===== src/rtl/fm_pkg.sv =====
`default_nettype none
// ============================================================================
//  Module   : fm_pkg
//  Purpose  : Shared types and constants for the frequency meter sequencer,
//             counter bank and result multiplexer.
//  Contents : fm_state_e   - measurement sequencer states
//             SEL_*        - channel select codes {K1_level, K2_level}
//             RESULT_W     - counter result width
//             fm_max3()    - largest of three values (for counter sizing)
//  Revision : 1.0 - initial release
// ============================================================================
package fm_pkg;

  typedef enum logic [2:0] {
    ST_IDLE   = 3'd0,
    ST_CLEAR  = 3'd1,
    ST_GATE   = 3'd2,
    ST_SETTLE = 3'd3,
    ST_LATCH  = 3'd4
  } fm_state_e;

  localparam logic [1:0] SEL_NONE = 2'd3;
  localparam logic [1:0] SEL_K1   = 2'd1;
  localparam logic [1:0] SEL_K2   = 2'd2;
  localparam logic [1:0] SEL_BOTH = 2'd0;

  localparam int unsigned RESULT_W = 32;

  function automatic int unsigned fm_max3(input int unsigned a,
                                          input int unsigned b,
                                          input int unsigned c);
    int unsigned m;
    m = a;
    if (b > m) m = b;
    if (c > m) m = c;
    return m;
  endfunction

endpackage
`default_nettype wire


===== src/rtl/key_debounce.sv =====
`default_nettype none
// ============================================================================
//  Module   : key_debounce
//  Purpose  : One front-panel key: 2-flop synchronizer followed (when
//             FM_DEBOUNCE_EN is defined) by a stability filter that accepts a
//             new level only after it has held for DEB_CYCLES clocks.
//             Without FM_DEBOUNCE_EN the synchronized level is passed through.
//  Ports    : clk     - system clock
//             rst_n   - asynchronous active-low reset
//             key_raw - raw asynchronous key input (active-low)
//             level   - accepted key level (1 = released)
//  Macro    : FM_DEBOUNCE_EN
//  Revision : 1.0 - initial release
// ============================================================================
module key_debounce
  import fm_pkg::*;
#(
  parameter int unsigned DEB_CYCLES = 1_000_000
) (
  input  logic clk,
  input  logic rst_n,
  input  logic key_raw,
  output logic level
);

  // r_sync[0] is the metastability stage; only r_sync[1] is used downstream.
  logic [1:0] r_sync;

  always_ff @(posedge clk or negedge rst_n) begin
    if (!rst_n) r_sync <= 2'b11;
    else        r_sync <= {r_sync[0], key_raw};
  end

`ifdef FM_DEBOUNCE_EN
  localparam int c_cnt_w = $clog2(DEB_CYCLES) + 1;
  localparam logic [c_cnt_w-1:0] c_deb = c_cnt_w'(DEB_CYCLES);
  localparam logic [c_cnt_w-1:0] c_one = c_cnt_w'(1);

  logic [c_cnt_w-1:0] r_cnt;
  logic               r_accepted;
  logic [c_cnt_w-1:0] w_remaining;

  // A count of 0 means "no change pending"; the first differing cycle acts
  // as if the counter had just been loaded with DEB_CYCLES.
  assign w_remaining = (r_cnt == '0) ? c_deb : r_cnt;

  always_ff @(posedge clk or negedge rst_n) begin
    if (!rst_n) begin
      r_cnt      <= '0;
      r_accepted <= 1'b1;
    end else if (r_sync[1] == r_accepted) begin
      r_cnt <= '0;                      // bounce back: restart the filter
    end else if (w_remaining == c_one) begin
      r_accepted <= r_sync[1];
      r_cnt      <= '0;
    end else begin
      r_cnt <= w_remaining - c_one;
    end
  end

  assign level = r_accepted;
`else
  logic w_unused_deb;
  assign w_unused_deb = ^DEB_CYCLES;
  assign level        = r_sync[1];
`endif

endmodule
`default_nettype wire


===== src/rtl/freq_meas_ctrl.sv =====
`default_nettype none
// ============================================================================
//  Module   : freq_meas_ctrl
//  Purpose  : Measurement sequencer for the digital frequency meter. Debounces
//             K1/K2 into the channel select and runs the free-running
//             clear / gate / settle / latch cycle for the counter bank. Any
//             select change outside IDLE aborts the window and restarts at
//             CLEAR.
//  Ports    : CLK     - system clock
//             RST_N   - asynchronous active-low reset
//             K1, K2  - raw active-low keys
//             SEL     - debounced select {K1_level, K2_level}
//             CNT_CLR - synchronous clear to the counters
//             CNT_EN  - gate enable to the counters
//             LATCH   - one-cycle display capture strobe
//             VALID   - latched result belongs to the current SEL
//  Macro    : FM_DEBOUNCE_EN (enables the key stability filter)
//  Revision : 1.0 - initial release
// ============================================================================
module freq_meas_ctrl
  import fm_pkg::*;
#(
  parameter int unsigned GATE_CYCLES   = 50_000_000,
  parameter int unsigned SETTLE_CYCLES = 4,
  parameter int unsigned DEB_CYCLES    = 1_000_000
) (
  input  logic       CLK,
  input  logic       RST_N,
  input  logic       K1,
  input  logic       K2,
  output logic [1:0] SEL,
  output logic       CNT_CLR,
  output logic       CNT_EN,
  output logic       LATCH,
  output logic       VALID
);

  localparam int unsigned c_cnt_max = fm_max3(GATE_CYCLES, SETTLE_CYCLES, DEB_CYCLES);
  localparam int          c_cnt_w   = $clog2(c_cnt_max) + 1;
  localparam logic [c_cnt_w-1:0] c_one    = c_cnt_w'(1);
  localparam logic [c_cnt_w-1:0] c_gate   = c_cnt_w'(GATE_CYCLES);
  localparam logic [c_cnt_w-1:0] c_settle = c_cnt_w'(SETTLE_CYCLES);

  logic               w_k1_level;
  logic               w_k2_level;
  logic [1:0]         w_sel_next;
  logic               w_abort;
  fm_state_e          r_state;
  fm_state_e          w_next_state;
  logic               r_idle_done;
  logic [c_cnt_w-1:0] r_cnt;
  logic [c_cnt_w-1:0] w_cnt_next;

  key_debounce #(.DEB_CYCLES(DEB_CYCLES)) u_deb_k1 (
    .clk     (CLK),
    .rst_n   (RST_N),
    .key_raw (K1),
    .level   (w_k1_level)
  );

  key_debounce #(.DEB_CYCLES(DEB_CYCLES)) u_deb_k2 (
    .clk     (CLK),
    .rst_n   (RST_N),
    .key_raw (K2),
    .level   (w_k2_level)
  );

  assign w_sel_next = {w_k1_level, w_k2_level};
  // The abort is taken on the same edge that updates SEL, so the counters
  // never see an enable cycle belonging to the new selection's stale window.
  assign w_abort    = (w_sel_next != SEL) && (r_state != ST_IDLE);

  always_comb begin
    w_next_state = r_state;
    case (r_state)
      ST_IDLE:   if (r_idle_done)    w_next_state = ST_CLEAR;
      ST_CLEAR:                      w_next_state = ST_GATE;
      ST_GATE:   if (r_cnt <= c_one) w_next_state = ST_SETTLE;
      ST_SETTLE: if (r_cnt <= c_one) w_next_state = ST_LATCH;
      ST_LATCH:                      w_next_state = ST_CLEAR;
      default:                       w_next_state = ST_IDLE;
    endcase
    if (w_abort) w_next_state = ST_CLEAR;

    // Counter reloads on entry to a timed state and counts down to 1.
    w_cnt_next = '0;
    case (w_next_state)
      ST_GATE:   w_cnt_next = (r_state == ST_GATE)   ? r_cnt - c_one : c_gate;
      ST_SETTLE: w_cnt_next = (r_state == ST_SETTLE) ? r_cnt - c_one : c_settle;
      default:   w_cnt_next = '0;
    endcase
  end

  // Outputs are registered from the next-state decode so they are aligned
  // with the state register and glitch-free.
  always_ff @(posedge CLK or negedge RST_N) begin
    if (!RST_N) begin
      r_state     <= ST_IDLE;
      r_idle_done <= 1'b0;
      r_cnt       <= '0;
      SEL         <= SEL_NONE;
      CNT_CLR     <= 1'b0;
      CNT_EN      <= 1'b0;
      LATCH       <= 1'b0;
      VALID       <= 1'b0;
    end else begin
      r_state     <= w_next_state;
      r_idle_done <= 1'b1;
      r_cnt       <= w_cnt_next;
      SEL         <= w_sel_next;
      CNT_CLR     <= (w_next_state == ST_CLEAR);
      CNT_EN      <= (w_next_state == ST_GATE);
      LATCH       <= (w_next_state == ST_LATCH);
      if (w_abort)                  VALID <= 1'b0;
      else if (r_state == ST_LATCH) VALID <= 1'b1;
    end
  end

endmodule
`default_nettype wire


===== config.mk =====
export PLATFORM = sky130hd
export DESIGN_NAME = freq_meas_ctrl
export DESIGN_NICKNAME = d
export VERILOG_FILES = /design/src/rtl/fm_pkg.sv /design/src/rtl/key_debounce.sv /design/src/rtl/freq_meas_ctrl.sv
export SDC_FILE = /design/constraint.sdc
export NUM_CORES = 1
export LEC_CHECK = 0
export BUFFER_PORTS_ARGS = -buffer_cell sky130_fd_sc_hd__buf_2
export CAP_MARGIN = 5
export CORE_MARGIN = 8
export CORE_UTILIZATION = 45
export DETAILED_ROUTE_END_ITERATION = 10
export MAX_ROUTING_LAYER = met4
export PLACE_DENSITY_LB_ADDON = 0.3
export SLEW_MARGIN = 0
export SYNTH_ARGS = -nofsm -noshare
export SYNTH_HDL_FRONTEND = slang
export SYNTH_HIERARCHICAL = 1
export SYNTH_SLANG_ARGS = --single-unit

===== constraint.sdc =====
create_clock -name CLK -period 2.4 [get_ports CLK]
set_input_delay 0.48 -clock CLK [delete_from_list [all_inputs] [get_ports CLK]]
set_output_delay 0.48 -clock CLK [all_outputs]
set_load 0.01 [all_outputs]

==> results_dict.tcl, run 1 <==
set metrics [dict create \
    nNetsFinal 188 \
    diodes 0 \
    portBuffers 9 \
    cts_made_buffers 5 \
    final_cells 233 \
    num_io_pins 10 \
    cellPowerDensity_mw_per_mm2 1122 \
    overflow 0 \
    yosysUniqueCellTypes 33 \
    h-tree-depth 2 \
    regArea_sq_mm 0.001033 \
    dieArea_sq_mm 0.006479 \
    synth-seq-cells 41 \
    via_per_inst 5.232 \
    power_switching_mw 0.7771 \
    fillers 348 \
    wl_per_cell_um 13.68 \
    fin_skew_ns 0.004151 \
    num_rows 23 \
    grt_pass1_vias 1229 \
    grt_max_degree 42 \
    switching_share_pct 33.14 \
    holdCritPathClass "primary input to flop" \
    dieHeight_um 80.50 \
    dr.pass1.iters 4 \
    setup_viol 0 \
    wl_mm 3.188 \
    post-route-min-period_ns 2.064 \
    start_kind "flop" \
    clockRootBuffer "clkbuf_8" \
    cts.hold.buffers_added 0 \
    maxSlewViolCount 0 \
    syn_avg_cell_area_sq_um 11.08 \
    cp.required_ns 2.54 \
    p_comb_share_pct 34.9 \
    cts_max_path_buffers 2 \
    static-leakage-power_nw 0.9460 \
    p_seq_share_pct 37.6 \
    vias 1219 \
    synth_area_sq_mm 0.001872 \
    grt_pass1_wl_mm 5.651 \
    synth_cells 169 \
    final_common_cell "dfrtp_1" \
    status "finished, final reports clean" \
    fmax_mhz 484.5 \
    synth_edf_count 0 \
    clk_latency_ns 0.29 \
    dp_cells 225 \
    yosys_warnings 6 \
    period_share_pct 85.99 \
    worst_slew_pin_slew_ns 0.8761 \
    cts_resized 0 \
    cap_violations 0 \
    grt_setup_unrepaired "no" \
    initial_core_util_pct 46.79 \
    slew_headroom_pct 41.59 \
    finalPower_mw 2.345 \
    peakVddDrop_v 0.0005314 \
    die_w_um 80.50 \
    syn_nets 175 \
    final_cell_mix "dfrtp_1, nor2_1, xnor2_1, o21ai_0, buf_2" \
    cts_setup_buffers 0 \
    async_flop_share_pct 100.0 \
    power.internal_mw 1.568 \
    critPathMaxFanout 12 \
    clk_pin_slew_ns 0.08 \
    drtIter0Drc 63 \
    clockPowerShare_pct 27.5 \
    antenna_found_initial 0 \
    syn_to_final_growth_pct 11.70 \
    setup-tns-final_ns 0 \
    drc 0 \
    critical_path_class "flop to flop" \
    synth_ff_type "dfrtp_1" \
    gp_congestion 0.8538 \
    tritoncts "done" \
    synth.yosys.seq_area_share_pct 55.21 \
    hold_viol_final 0 \
    ant_nets 0 \
    cts.sinks 41 \
    drive_gt1_share_pct 16.94 \
    arrival_ns 2.20 \
    grt_use_total_pct 11.44 \
    end_kind "flop" \
    hpwl_mm 2.251 \
    multiInputGateArea_sq_um 782.0 \
    coreArea_sq_mm 0.004000 \
]
## final cells by class
type	instances	area share [%]
Inverter	3	0.5386
Clock buffer	5	3.291
Multi-Input combinational cell	119	37.40
Sequential cell	41	49.43
Clock inverter	3	3.112
Timing Repair Buffer	12	3.232
Tap cell	50	2.992
## per-layer routing
layer / part of all wire (%) / GRT usage (%) / vias to the layer above
li1: - / - / 606
met1: 49 / 14.01 / 596
met2: 47 / 16.76 / 12
met3: 3.1 / 3.571 / 5
met4: 1.7 / 5.273 / 0
met5: 0 / - / -
## cells in the mapped netlist (all sizes together) (4+ instances only)
master / instances / area [sq um]
dfrtp: 35 / 875.8
nor2: 24 / 90.09
xnor2: 17 / 148.9
o21ai: 15 / 75.07
nor4: 11 / 105.1
xor2: 8 / 70.07
dfstp: 6 / 157.7
nand2: 6 / 22.52
or3: 6 / 37.54
nor3: 5 / 25.02
nand3: 4 / 20.02
or2: 4 / 25.03
## worst max-delay path, cell delays in order, from the launching register on
cell and delay [ns]:
dfrtp_1 0.45, nor4_4 0.47, nand4b_4 0.21, nor4_4 0.33, or2_1 0.15, buf_4 0.18, o21ai_0 0.12
## worst paths after layout
path	from	to	slack (ns)	cells past startpoint
max	r_cnt[6]	r_cnt[7]	0.34	6
min	K2	u_deb_k2/r_sync[0]	0.28	1
max reg2reg	r_cnt[6]	r_cnt[7]	0.34	6
min reg2reg	u_deb_k1/r_sync[0]	u_deb_k1/r_sync[1]	0.36	0
max in group asynchronous	RST_N	r_cnt[15]	1.55	1
min in group asynchronous	RST_N	r_cnt[1]	0.31	1
## state kept, by name, indices dropped and copies added, names as in the netlist
register and cells:
r_cnt 27, r_state 3, SEL 2, u_deb_k1/r_sync 2
u_deb_k2/r_sync 2, CNT_CLR 1, CNT_EN 1, LATCH 1
VALID 1, r_idle_done 1
## through the flow
stage	hold WS [ns]	cell area (sq um)	setup slack (ns)	utilization [%]
floorplan	0.1844	1872	0.4073	-
finish	0.2808	2091	0.3362	52.27
global placement	0.3471	1957	0.3774	48.92
CTS	0.2669	2091	0.3116	52.27
detailed placement	0.3514	1957	0.3328	48.92
global route	0.2600	2091	0.1574	52.27
## power by group through the flow
stage	registers (mW)	clock network [mW]	logic (mW)
global route	0.896	0.694	0.930
CTS	0.882	0.665	0.826
floorplan	0.870	0	0.692
global placement	0.888	0	0.812
detailed placement	0.895	0	0.819
finish	0.882	0.646	0.817
## kinds of logic (layout without fill, tap and decap cells)
group           after synthesis  in the layout  share of synthesized area (%)
fa+ha+maj                     2              2                          1.337
other cells                   1              1                         0.2003
compound gates               25             25                          7.954
buf+inv                       9             23                          3.008
simple gates                 65             65                          20.05
xor+xnor                     25             25                          11.70
flops                        41             41                          55.21
mux                           1              1                         0.5348
Note: power is estimated with default switching activity, not from simulation.
==> run 2, diff against run 1 <==
RECOVER_POWER = 100   (was default)
==> run 2 against run 1 <==
Against the previous run:
- routed wire length decreased by 0.47%
- flip-flop and latch count unchanged
- register-to-register slack got worse by 0.02 ns
- sequential power about the same
- critical path depth unchanged
- clock skew about the same
- utilization decreased by 0.28 points
- clock power about the same
- first-iteration DRC count decreased by 1.6%
- fmax decreased by 1.1%
- combinational power decreased by 2%
- global-route usage unchanged
==> results_dict.tcl, run 2 (synthesis results as in run 1) <==
set metrics [dict create \
    clockRootBuffer "clkbuf_8" \
    multiInputGateArea_sq_um 782.0 \
    power.internal_mw 1.558 \
    p_seq_share_pct 37.8 \
    grt_max_degree 42 \
    crit_slowest_cell "nor4_4" \
    num_io_pins 10 \
    worst-path-stages 6 \
    gp_congestion 0.8538 \
    wl_mm 3.173 \
    clk_latency_ns 0.29 \
    critical_path_class "flop to flop" \
    cellPowerDensity_mw_per_mm2 1120 \
    wl_per_cell_um 13.62 \
    clk_pin_slew_ns 0.08 \
    fmax_mhz 479.2 \
    cap_violations 0 \
    die_w_um 80.50 \
    cts_max_path_buffers 2 \
    portBuffers 9 \
    static-leakage-power_nw 0.9219 \
    cts.sinks 41 \
    regArea_sq_mm 0.001033 \
    ant_nets 0 \
    worst_r2r_path_depth 6 \
    drive_gt1_share_pct 12.02 \
    grt_setup_unrepaired "no" \
    grt_pass1_wl_mm 5.651 \
    vias 1223 \
    fin_skew_ns 0.004059 \
    antenna_found_initial 0 \
    via_per_inst 5.249 \
    arrival_ns 2.23 \
    min-delay-start "K2" \
    dieArea_sq_mm 0.006479 \
    crit_end "r_cnt[7]" \
    holdCritPathClass "primary input to flop" \
    period_share_pct 86.96 \
    final_cell_mix "dfrtp_1, nor2_1, xnor2_1, o21ai_0" \
    grt_use_total_pct 11.44 \
    clockPowerShare_pct 27.7 \
    worst_slew_pin_slew_ns 0.8754 \
    largest-register "r_cnt" \
    drtIter0Drc 62 \
    syn_to_final_growth_pct 11.10 \
    r2r_start "r_cnt[6]" \
    num_rows 23 \
    reg2reg_slack_ns 0.31 \
    finish.utilization_pct 51.99 \
    setup_viol 0 \
    critPathMaxFanout 12 \
    setup-tns-final_ns 0 \
    p_comb_share_pct 34.5 \
    hpwl_mm 2.251 \
    nNetsFinal 188 \
    coreArea_sq_mm 0.004000 \
    tritoncts "done" \
    hold_viol_final 0 \
    start_kind "flop" \
    dr.pass1.iters 4 \
    h-tree-depth 2 \
    cts_setup_buffers 0 \
    cts_made_buffers 5 \
    slew_headroom_pct 41.64 \
    cts.hold.buffers_added 0 \
    peakVddDrop_v 0.0005270 \
    initial_core_util_pct 46.79 \
    final_common_cell "dfrtp_1" \
    maxSlewViolCount 0 \
    grt_pass1_vias 1229 \
    critPathTopFamily "simple AND/OR/NAND/NOR gates" \
    rr_endpoint "r_cnt[7]" \
    cp_common_cell "nor4_4" \
    cts_resized 0 \
    power_switching_mw 0.7709 \
    cp.required_ns 2.54 \
    largest_reg_flops 27 \
    fillers 347 \
    dieHeight_um 80.50 \
    slowest_delay_ns 0.47 \
    cp-startpoint "r_cnt[6]" \
    path_buf_inv 1 \
    status "finished, final reports clean" \
    end_kind "flop" \
    reg_top3 "r_cnt x27, r_state x3" \
    diodes 0 \
    drc 0 \
    switching_share_pct 33.11 \
    overflow 0 \
    post-route-min-period_ns 2.087 \
    cp_cell_sequence "nor4_4 > nand4b_4 > nor4_4 > or2_0 > buf_4 > o21ai_0" \
]
## run 2: final cells by class
class,count,share of cell area (%)
sequential,41,49.70
multi-input combinational,119,37.61
clock buffer,5,3.309
clock inverter,3,3.129
tap,50,3.008
timing repair buffer,12,2.708
inverter,3,0.5415
## run 2: routing by layer
metal | GRT usage (%) | vias to the layer above | wire length (um)
li1 | - | 606 | -
met1 | 14.01 | 600 | 1525
met2 | 16.76 | 12 | 1492
met3 | 3.571 | 5 | 98
met4 | 5.273 | 0 | 55
met5 | - | - | 0
## run 2: worst reg2reg max path: cells and delay by family (launching register included)
kind,cells,cell delay (ns)
buffers and inverters,1,0.20
AOI/OAI and AO/OA,1,0.12
and+or+nand+nor,4,1.17
DFF,1,0.45
## run 2: how the worst min path moves through the flow
| stage | cells after the start | to | slack (ns) |
|---|---|---|---|
| floorplan | 0 | CNT_CLR | 0.18 |
| global placement | 0 | u_deb_k1/r_sync[1] | 0.35 |
| detailed placement | 0 | u_deb_k1/r_sync[1] | 0.35 |
| CTS | 1 | u_deb_k1/r_sync[0] | 0.27 |
| global route | 1 | u_deb_k1/r_sync[0] | 0.26 |
| finish | 1 | u_deb_k2/r_sync[0] | 0.28 |
## run 2: stage by stage
step	hold WS, ns	std cells	area (sq um)	total power, mW	worst slack, ns
6_report	0.2810	233	2079	2.329	0.3131
5_1_grt	0.2601	233	2079	2.505	0.1109
4_1_cts	0.2669	233	2091	2.373	0.3116
3_5_place_dp	0.3514	225	1957	1.713	0.3328
3_3_place_gp	0.3471	225	1957	1.701	0.3774
2_1_floorplan	0.1844	169	1872	1.562	0.4073
## run 2: power groups by stage
stage	sequential, mW	combinational, mW	clock (mW)
2_1_floorplan	0.870	0.692	0
3_3_place_gp	0.888	0.812	0
3_5_place_dp	0.895	0.819	0
4_1_cts	0.882	0.826	0.665
5_1_grt	0.896	0.915	0.694
6_report	0.881	0.802	0.646
